[config.mk]
export PLATFORM = sky130hd
export DESIGN_NAME = sync_fifo_pt
export DESIGN_NICKNAME = d
export VERILOG_FILES = /design/src/rtl/sync_fifo_pt.sv
export SDC_FILE = /design/constraint.sdc
export NUM_CORES = 1
export LEC_CHECK = 0
export BUFFER_PORTS_ARGS = -buffer_cell sky130_fd_sc_hd__buf_4
export CAP_MARGIN = 20
export CORE_MARGIN = 8
export CORE_UTILIZATION = 31
export DETAILED_ROUTE_END_ITERATION = 7
export HOLD_SLACK_MARGIN = 0.05
export MAX_ROUTING_LAYER = met4
export SYNTH_ARGS = -nofsm -noshare
export SYNTH_HDL_FRONTEND = slang
export SYNTH_SLANG_ARGS = --single-unit
[constraint.sdc]
create_clock -name i_clk -period 12.55 [get_ports i_clk]
set_input_delay 0 -clock i_clk [delete_from_list [all_inputs] [get_ports i_clk]]
set_output_delay 0 -clock i_clk [all_outputs]
set_load 0.05 [all_outputs]
[src/rtl/sync_fifo_pt.sv]
// Show-ahead valid/ready FIFO with occupancy, level flags, flush and high-water mark; a written word is visible after one edge.
// Backpressure: o_ready_s drops when full (optionally held high by a same-cycle read); a stalled master just holds its word.
module sync_fifo_pt #(
    parameter int FIFO_DEPTH = 16,
    parameter int DATA_WIDTH = 32,
    parameter int LVL_WIDTH  = $clog2(FIFO_DEPTH) + 1,
    parameter bit FULL_PASS  = 1'b1
) (
    input  logic                  i_clk,
    input  logic                  i_rst,
    input  logic                  i_flush,
    input  logic                  i_valid_s,
    output logic                  o_ready_s,
    input  logic [DATA_WIDTH-1:0] i_datain,
    output logic                  o_valid_m,
    input  logic                  i_ready_m,
    output logic [DATA_WIDTH-1:0] o_dataout,
    input  logic [LVL_WIDTH-1:0]  i_almostfull_lvl,
    input  logic [LVL_WIDTH-1:0]  i_almostempty_lvl,
    input  logic                  i_clr_stat,
    output logic                  o_full,
    output logic                  o_empty,
    output logic                  o_almostfull,
    output logic                  o_almostempty,
    output logic [LVL_WIDTH-1:0]  o_count,
    output logic [LVL_WIDTH-1:0]  o_max_count
);

    localparam int ADDR_WIDTH = $clog2(FIFO_DEPTH);
    localparam int PTR_WIDTH  = ADDR_WIDTH + 1;

    logic [DATA_WIDTH-1:0] r_mem [FIFO_DEPTH];
    logic [PTR_WIDTH-1:0]  r_wr_ptr;
    logic [PTR_WIDTH-1:0]  r_rd_ptr;
    logic [LVL_WIDTH-1:0]  r_count;
    logic [LVL_WIDTH-1:0]  r_max_count;

    logic                  w_full;
    logic                  w_empty;
    logic                  w_wr_fire;
    logic                  w_rd_fire;
    logic [LVL_WIDTH-1:0]  w_count_next;
    logic [LVL_WIDTH-1:0]  w_max_next;

    // Pointer MSB is the wrap bit: equal addresses with differing laps means full.
    assign w_full  = (r_wr_ptr[ADDR_WIDTH-1:0] == r_rd_ptr[ADDR_WIDTH-1:0]) &&
                     (r_wr_ptr[ADDR_WIDTH] != r_rd_ptr[ADDR_WIDTH]);
    assign w_empty = (r_wr_ptr == r_rd_ptr);

    assign o_full    = w_full;
    assign o_empty   = w_empty;
    assign o_valid_m = ~w_empty;
    assign o_ready_s = FULL_PASS ? (~w_full | i_ready_m) : ~w_full;

    assign w_wr_fire = i_valid_s & o_ready_s;
    assign w_rd_fire = o_valid_m & i_ready_m;

    always_comb begin
        w_count_next = r_count;
        if (i_flush) begin
            w_count_next = '0;
        end else begin
            w_count_next = r_count + LVL_WIDTH'(w_wr_fire) - LVL_WIDTH'(w_rd_fire);
        end
    end

    always_comb begin
        w_max_next = r_max_count;
        if (i_clr_stat) begin
            w_max_next = w_count_next;
        end else if (w_count_next > r_max_count) begin
            w_max_next = w_count_next;
        end
    end

    always_ff @(posedge i_clk or posedge i_rst) begin
        if (i_rst) begin
            r_wr_ptr    <= '0;
            r_rd_ptr    <= '0;
            r_count     <= '0;
            r_max_count <= '0;
        end else begin
            r_count     <= w_count_next;
            r_max_count <= w_max_next;
            if (i_flush) begin
                r_wr_ptr <= '0;
                r_rd_ptr <= '0;
            end else begin
                if (w_wr_fire) begin
                    r_wr_ptr <= r_wr_ptr + 1'b1;
                end
                if (w_rd_fire) begin
                    r_rd_ptr <= r_rd_ptr + 1'b1;
                end
            end
        end
    end

    // In full pass-through the write lands in the slot being read this cycle; the read sees the old word.
    always_ff @(posedge i_clk) begin
        if (w_wr_fire && !i_flush && !i_rst) begin
            r_mem[r_wr_ptr[ADDR_WIDTH-1:0]] <= i_datain;
        end
    end

    assign o_dataout     = r_mem[r_rd_ptr[ADDR_WIDTH-1:0]];
    assign o_count       = r_count;
    assign o_max_count   = r_max_count;
    assign o_almostfull  = (r_count >= i_almostfull_lvl);
    assign o_almostempty = (r_count <= i_almostempty_lvl);

endmodule

# Word-level counts from Yosys, hierarchy flattened
# Memories as Yosys holds them, arrays and structs flattened.
# Cells that the tools add are included.
# word_totals
regBits,20
ramBits,512
input_bits,48
output_inout_bits,48
elab_cells,37
mem_count,1
# classes
addsub,4
magnitude_cmp,3
n_eq_ne,3
muxes,9
bitwise_logic,5
n_reduce_logical,8
# memory_table
name,words,word_bits,read_ports,rd_clocked_by_memory_dff,write_ports,line_no,source
r_mem,16,32,1,0,1,32,logic [DATA_WIDTH-1:0] r_mem [FIFO_DEPTH];
# ops
operator,n
$mux W5,7
$add A5 B1 Y5 const B,2
$reduce_bool A2 Y1,3
$add A5 B1 Y5,1
$eq A5 B5 Y1,1
$ge A5 B5 Y1,1
$gt A5 B5 Y1,1
$le A5 B5 Y1,1
$sub A5 B1 Y5,1
$eq A4 B4 Y1,1
$logic_and A1 B1 Y1,3
$and A1 B1 Y1,2
$logic_not A1 Y1,2
$mux W1,2
$not A1 Y1,2
$ne A1 B1 Y1,1
$or A1 B1 Y1,1

# Logic depth before layout (Yosys ltp)
# depth
word_depth,11
depth_mapped,21
mapped_depth_nobuf,18

# Worst setup path after synthesis
# No wires, ideal clock.
# synth_path
path_type,register to register
from,reg r_rd_ptr[2]
to,reg r_max_count[1] (netlist: o_max_count[1])
setup_time_ps,125
arrival_time_ps,4145
t_required_ps,12425
slack_ps,8280
stages_incl_launch_ff,21
n_path_buf,3
period_less_slack_ps,4270
cell_sequence,dfrtp_1 > buf_4 > xnor2_1 > and4_1 > buf_6 > a21boi_4 > clkbuf_2 > inv_1 > ha_1 > inv_1 > ha_1 > fa_1 > a21o_1 > a21oi_1 > xnor2_1 > nor2_1 > ha_1 > nand4_1 > or3b_2 > o41ai_2 > mux2_2
# synth_via
elab_chain_cells,10
elab_cells_between_ends,15
classes_between,add/sub: 2; order compare: 1; eq/ne: 2; mux: 3; bitwise: 5; reduce/logical: 2
# synth_lines
element,line_no,source
start: declaration,34,logic [PTR_WIDTH-1:0] r_rd_ptr;
start signal: assignment,93,r_rd_ptr <= r_rd_ptr + 1'b1;
$eq A4 B4 Y1,46,assign w_full = (r_wr_ptr[ADDR_WIDTH-1:0] == r_rd_ptr[ADDR_WIDTH-1:0]) &&
$logic_and A1 B1 Y1,46,
$not A1 Y1,--,
$or A1 B1 Y1,53,assign o_ready_s = FULL_PASS ? (~w_full | i_ready_m) : ~w_full;
$and A1 B1 Y1,55,assign w_wr_fire = i_valid_s & o_ready_s;
$add A5 B1 Y5,63,w_count_next = r_count + LVL_WIDTH'(w_wr_fire) - LVL_WIDTH'(w_rd_fire);
$sub A5 B1 Y5 (*),63,
$mux W5 (*),60,if (i_flush) begin
via w_count_next[4],42,logic [LVL_WIDTH-1:0] w_count_next;
$gt A5 B5 Y1 (*),71,end else if (w_count_next > r_max_count) begin
$reduce_bool A2 Y1 (no source line) (*),--,
end signal: assignment,84,r_max_count <= w_max_next;
end: declaration,36,logic [LVL_WIDTH-1:0] r_max_count;
# The timed path passes the listed nets; every way through them passes the cells marked *. The select of a mux whose other input is x is not followed.
# A chain may end at the register's enable or synchronous reset.

# Worst setup path after layout
# layout_path
from,reg r_rd_ptr[0]
to,reg r_max_count[2] (netlist: o_max_count[2])
# Same word-level chain as after synthesis.

==> results by group <==
Synthesis
  • Post-synthesis cell area: 21140 um2
  • Synthesized instance count: 1001
  • Flip-flop cell with the highest count after synthesis: sky130_fd_sc_hd__edfxtp_1
  • Part of the Yosys area used for sequential elements: 0.7509
  • Number of distinct library cells after synthesis: 41
  • Net count after synthesis: 1075
  • Share of flip-flops with an asynchronous set or reset after synthesis: 0.03759
  • Number of flops mapped to enable cells by yosys: 512
  • Warnings from Yosys: 0
  • Mean post-synth cell area: 21.12 um2
  • FF+latch count, synth: 532

Routing
  • Number of violations reported at the end of detailed-routing iteration 0: roughly 800
  • Drt wl/cell: about 22 um
  • Pre-antenna DRT Iters: 5
  • Final routed DRC violation total: 0
  • Number of vias after detailed routing: 9979
  • Via density per instance: 4.821
  • Detailed Route WL: between 40000 and 50000 um
  • DRT antenna net count: 0

Worst setup path
  • CP Data Required Time: 13.02 ns
  • Category of the most critical setup path: reg -> reg
  • Critical Path Fanout Max: 45
  • Data arrival time of the worst path: 5.69 ns
  • Startpoint type of the worst setup path: register
  • CP Capture Type: register

STA
  • Minimum clock period: 5.224 ns
  • Largest clock skew in the final design: 0.01205 ns
  • Worst slew margin relative to its limit: 0.2348
  • Slew @ Worst Pin: 1.138 ns
  • Period utilisation layout: 0.4163
  • Number of failing hold endpoints at the final stage: 0
  • Max frequency: 191.4 MHz
  • Post-route setup TNS: 0 ns
  • Setup repair after global routing missed its margin: no
  • Number of max-slew violations in the final report: 0
  • Setup violators final: 0

Place
  • Count of input and output buffers: 95
  • Detailed placement HPWL: 24780 um
  • Routability cong.: 0.7439
  • Total instance count after detailed placement: 1932

Clocking
  • Number of sinks handled by clock tree synthesis: around 530
  • H-tree levels: 2
  • Number of CTS-inserted buffers: 51
  • CTS Buffer Depth: 3
  • Number of gates resized after CTS: 0
  • CTS tree: built
  • Clk Latency, worst-skew pair: 0.59 ns
  • Register clock-pin slew on the reported worst setup and hold paths: ~0.060 ns
  • Cell chosen for the clock root: sky130_fd_sc_hd__clkbuf_16

Floorplan
  • Chip Width: 277.1 um
  • Row cnt: 95
  • Num ports: 96
  • Starting density of the core: 0.3137
  • Vert. Die Dim: 277.1 um
  • Area of the core: approximately 67000 um2
  • Die ar.: 76810 um2

Run status
  • Result of the run: finished, final reports clean

Cells and area
  • Most common cell after layout, fill and taps aside: sky130_fd_sc_hd__edfxtp_1
  • Number of non-filler instances in the completed layout: 2070
  • Most frequent cells in the layout: sky130_fd_sc_hd__edfxtp_1 (512), sky130_fd_sc_hd__mux4_2 (128), sky130_fd_sc_hd__buf_4 (111)
  • Final cell utilization of the core: 0.3686
  • Area Overhead vs Synth: 17.52%
  • Fraction of final layout cells sized beyond drive strength 1: 0.2873
  • # nets final: 1227

GRT
  • Largest net degree at the start of global routing: 61
  • Initial antenna violation count: 3
  • Vias in the first global route: 10.62k
  • Global route overflow: 0
  • Global-route wire length before repair: between 60000 and 70000 um
  • Total track usage: 0.1198

Run
  • Max-capacitance violation count: 0

Power and ir drop
  • Lkg Pwr: 7.880 nW
  • Peak supply drop: 0.1019 mV
  • Power Dens Cells: 170.4 nW/um2

Hold path
  • HP Class: in -> async
==> cell families (layout without fill, tap and decap cells) <==
family                   count (synthesis)  in the layout  share of synthesized area
flip-flops                             532            532                     0.7509
multiplexers                           166            166                     0.1547
AND/OR/NAND/NOR                         94             94                    0.02480
AO/OA/AOI/OAI                           87             87                    0.02669
buffers and inverters                   79            272                    0.02012
adder cells (fa/ha/maj)                 26             26                    0.01574
XOR/XNOR                                17             17                   0.007043
other                                    0              3                          0
==> per-layer routing <==
layer	track usage	vias to the layer above	share of wire
li1	-	4433	-
met2	0.1987	193	0.50
met3	0.02460	59	0.043
met1	0.1521	5294	0.44
met5	-	-	0
met4	0.02486	0	0.017
==> cell usage after synthesis, types with 2 or more instances <==
master / instances / area, um2
sky130_fd_sc_hd__a211oi_1: 34 / 255.2
sky130_fd_sc_hd__a21o_1: 2 / 15.01
sky130_fd_sc_hd__a21oi_1: 39 / 195.2
sky130_fd_sc_hd__and3_1: 14 / 87.58
sky130_fd_sc_hd__buf_1: 4 / 15.01
sky130_fd_sc_hd__buf_2: 9 / 45.04
sky130_fd_sc_hd__buf_4: 8 / 60.06
sky130_fd_sc_hd__buf_6: 7 / 78.83
sky130_fd_sc_hd__buf_8: 3 / 45.04
sky130_fd_sc_hd__clkbuf_1: 21 / 78.83
sky130_fd_sc_hd__dfrtp_1: 20 / 500.5
sky130_fd_sc_hd__edfxtp_1: 512 / 15370
sky130_fd_sc_hd__ha_1: 25 / 312.8
sky130_fd_sc_hd__inv_1: 26 / 97.59
sky130_fd_sc_hd__mux2_2: 4 / 45.04
sky130_fd_sc_hd__mux2i_1: 33 / 330.3
sky130_fd_sc_hd__mux4_2: 128 / 2883
sky130_fd_sc_hd__nand2_1: 6 / 22.52
sky130_fd_sc_hd__nand2b_1: 2 / 12.51
sky130_fd_sc_hd__nand3_1: 4 / 20.02
sky130_fd_sc_hd__nand4_1: 4 / 25.02
sky130_fd_sc_hd__nor2_1: 20 / 75.07
sky130_fd_sc_hd__nor2b_1: 38 / 237.7
sky130_fd_sc_hd__o21a_1: 3 / 22.52
sky130_fd_sc_hd__o21ai_0: 4 / 20.02
sky130_fd_sc_hd__xnor2_1: 11 / 96.34
sky130_fd_sc_hd__xor2_1: 6 / 52.55
==> layout make-up <==
cell class	count	area, um2
clock inverter	38	305.3
timing repair buffer	152	1281
tap	873	1092
sequential	532	15890
clock buffer	56	1295
fill	6046	42550
multi-input combinational	390	4876
antenna	3	7.507
inverter	26	97.59
==> through the flow <==
stage                     setup WS, ns  power, W  instance area (um2)  hold slack (ns)
after floorplan                  8.280  0.002616                21140         -0.03617
after global placement           7.431  0.002789                22790           0.2318
after detailed placement         7.312  0.002798                22790           0.2442
after CTS                        7.286  0.004287                24770           0.1741
after global routing             6.874  0.004411                24850           0.2306
final                            7.326  0.004234                24850           0.1605
==> critical path, stage by stage, from the launching register on <==
cell	delay, ns
sky130_fd_sc_hd__dfrtp_4	1.06
sky130_fd_sc_hd__xnor2_1	0.21
sky130_fd_sc_hd__and4_1	0.32
sky130_fd_sc_hd__a21boi_4	0.37
sky130_fd_sc_hd__inv_1	0.09
sky130_fd_sc_hd__ha_1	0.28
sky130_fd_sc_hd__inv_1	0.04
sky130_fd_sc_hd__ha_1	0.20
sky130_fd_sc_hd__fa_1	0.44
sky130_fd_sc_hd__a21o_1	0.20
sky130_fd_sc_hd__a21oi_1	0.17
sky130_fd_sc_hd__xnor2_1	0.09
sky130_fd_sc_hd__nor2_1	0.18
sky130_fd_sc_hd__ha_1	0.28
sky130_fd_sc_hd__nand4_1	0.11
sky130_fd_sc_hd__nor2_1	0.06
sky130_fd_sc_hd__o41ai_2	0.59
sky130_fd_sc_hd__mux2_2	0.40
==> what timing repair did <==
| item | in CTS | in global routing |
|---|---|---|
| hold endpoints to repair | 552 | 0 |
| buffers inserted | 0 | 0 |
| hold buffers | 38 | 0 |
==> final timing paths <==
| kind | startpoint | to | slack, ns | depth (start not counted) |
|---|---|---|---|---|
| max in group asynchronous | i_rst | r_rd_ptr[1] | 11.82 | 3 |
| worst max register to register | r_rd_ptr[0] | o_max_count[2] | 7.33 | 17 |
| worst min register to register | o_max_count[3] | o_max_count[3] | 0.54 | 1 |
| min in group i_clk | i_datain[17] | r_mem[14][17] | 0.25 | 2 |
| worst max-delay path | r_rd_ptr[0] | o_max_count[2] | 7.33 | 17 |
| worst min-delay path | i_rst | r_wr_ptr[4] | 0.16 | 3 |
==> sequential cells by signal, summed over array words and instances, names as in the netlist <==
signal       flops
r_rd_ptr         5
r_wr_ptr         5
o_max_count      5
o_count          5
r_mem          512
==> where the power goes <==
group	switching [W]	total [W]	internal, W
logic	0.000418	0.000747	0.000329
clock network	0.000646	0.00147	0.000828
registers	0.0000448	0.00201	0.00197
Note: power is estimated with default switching activity, not from simulation.
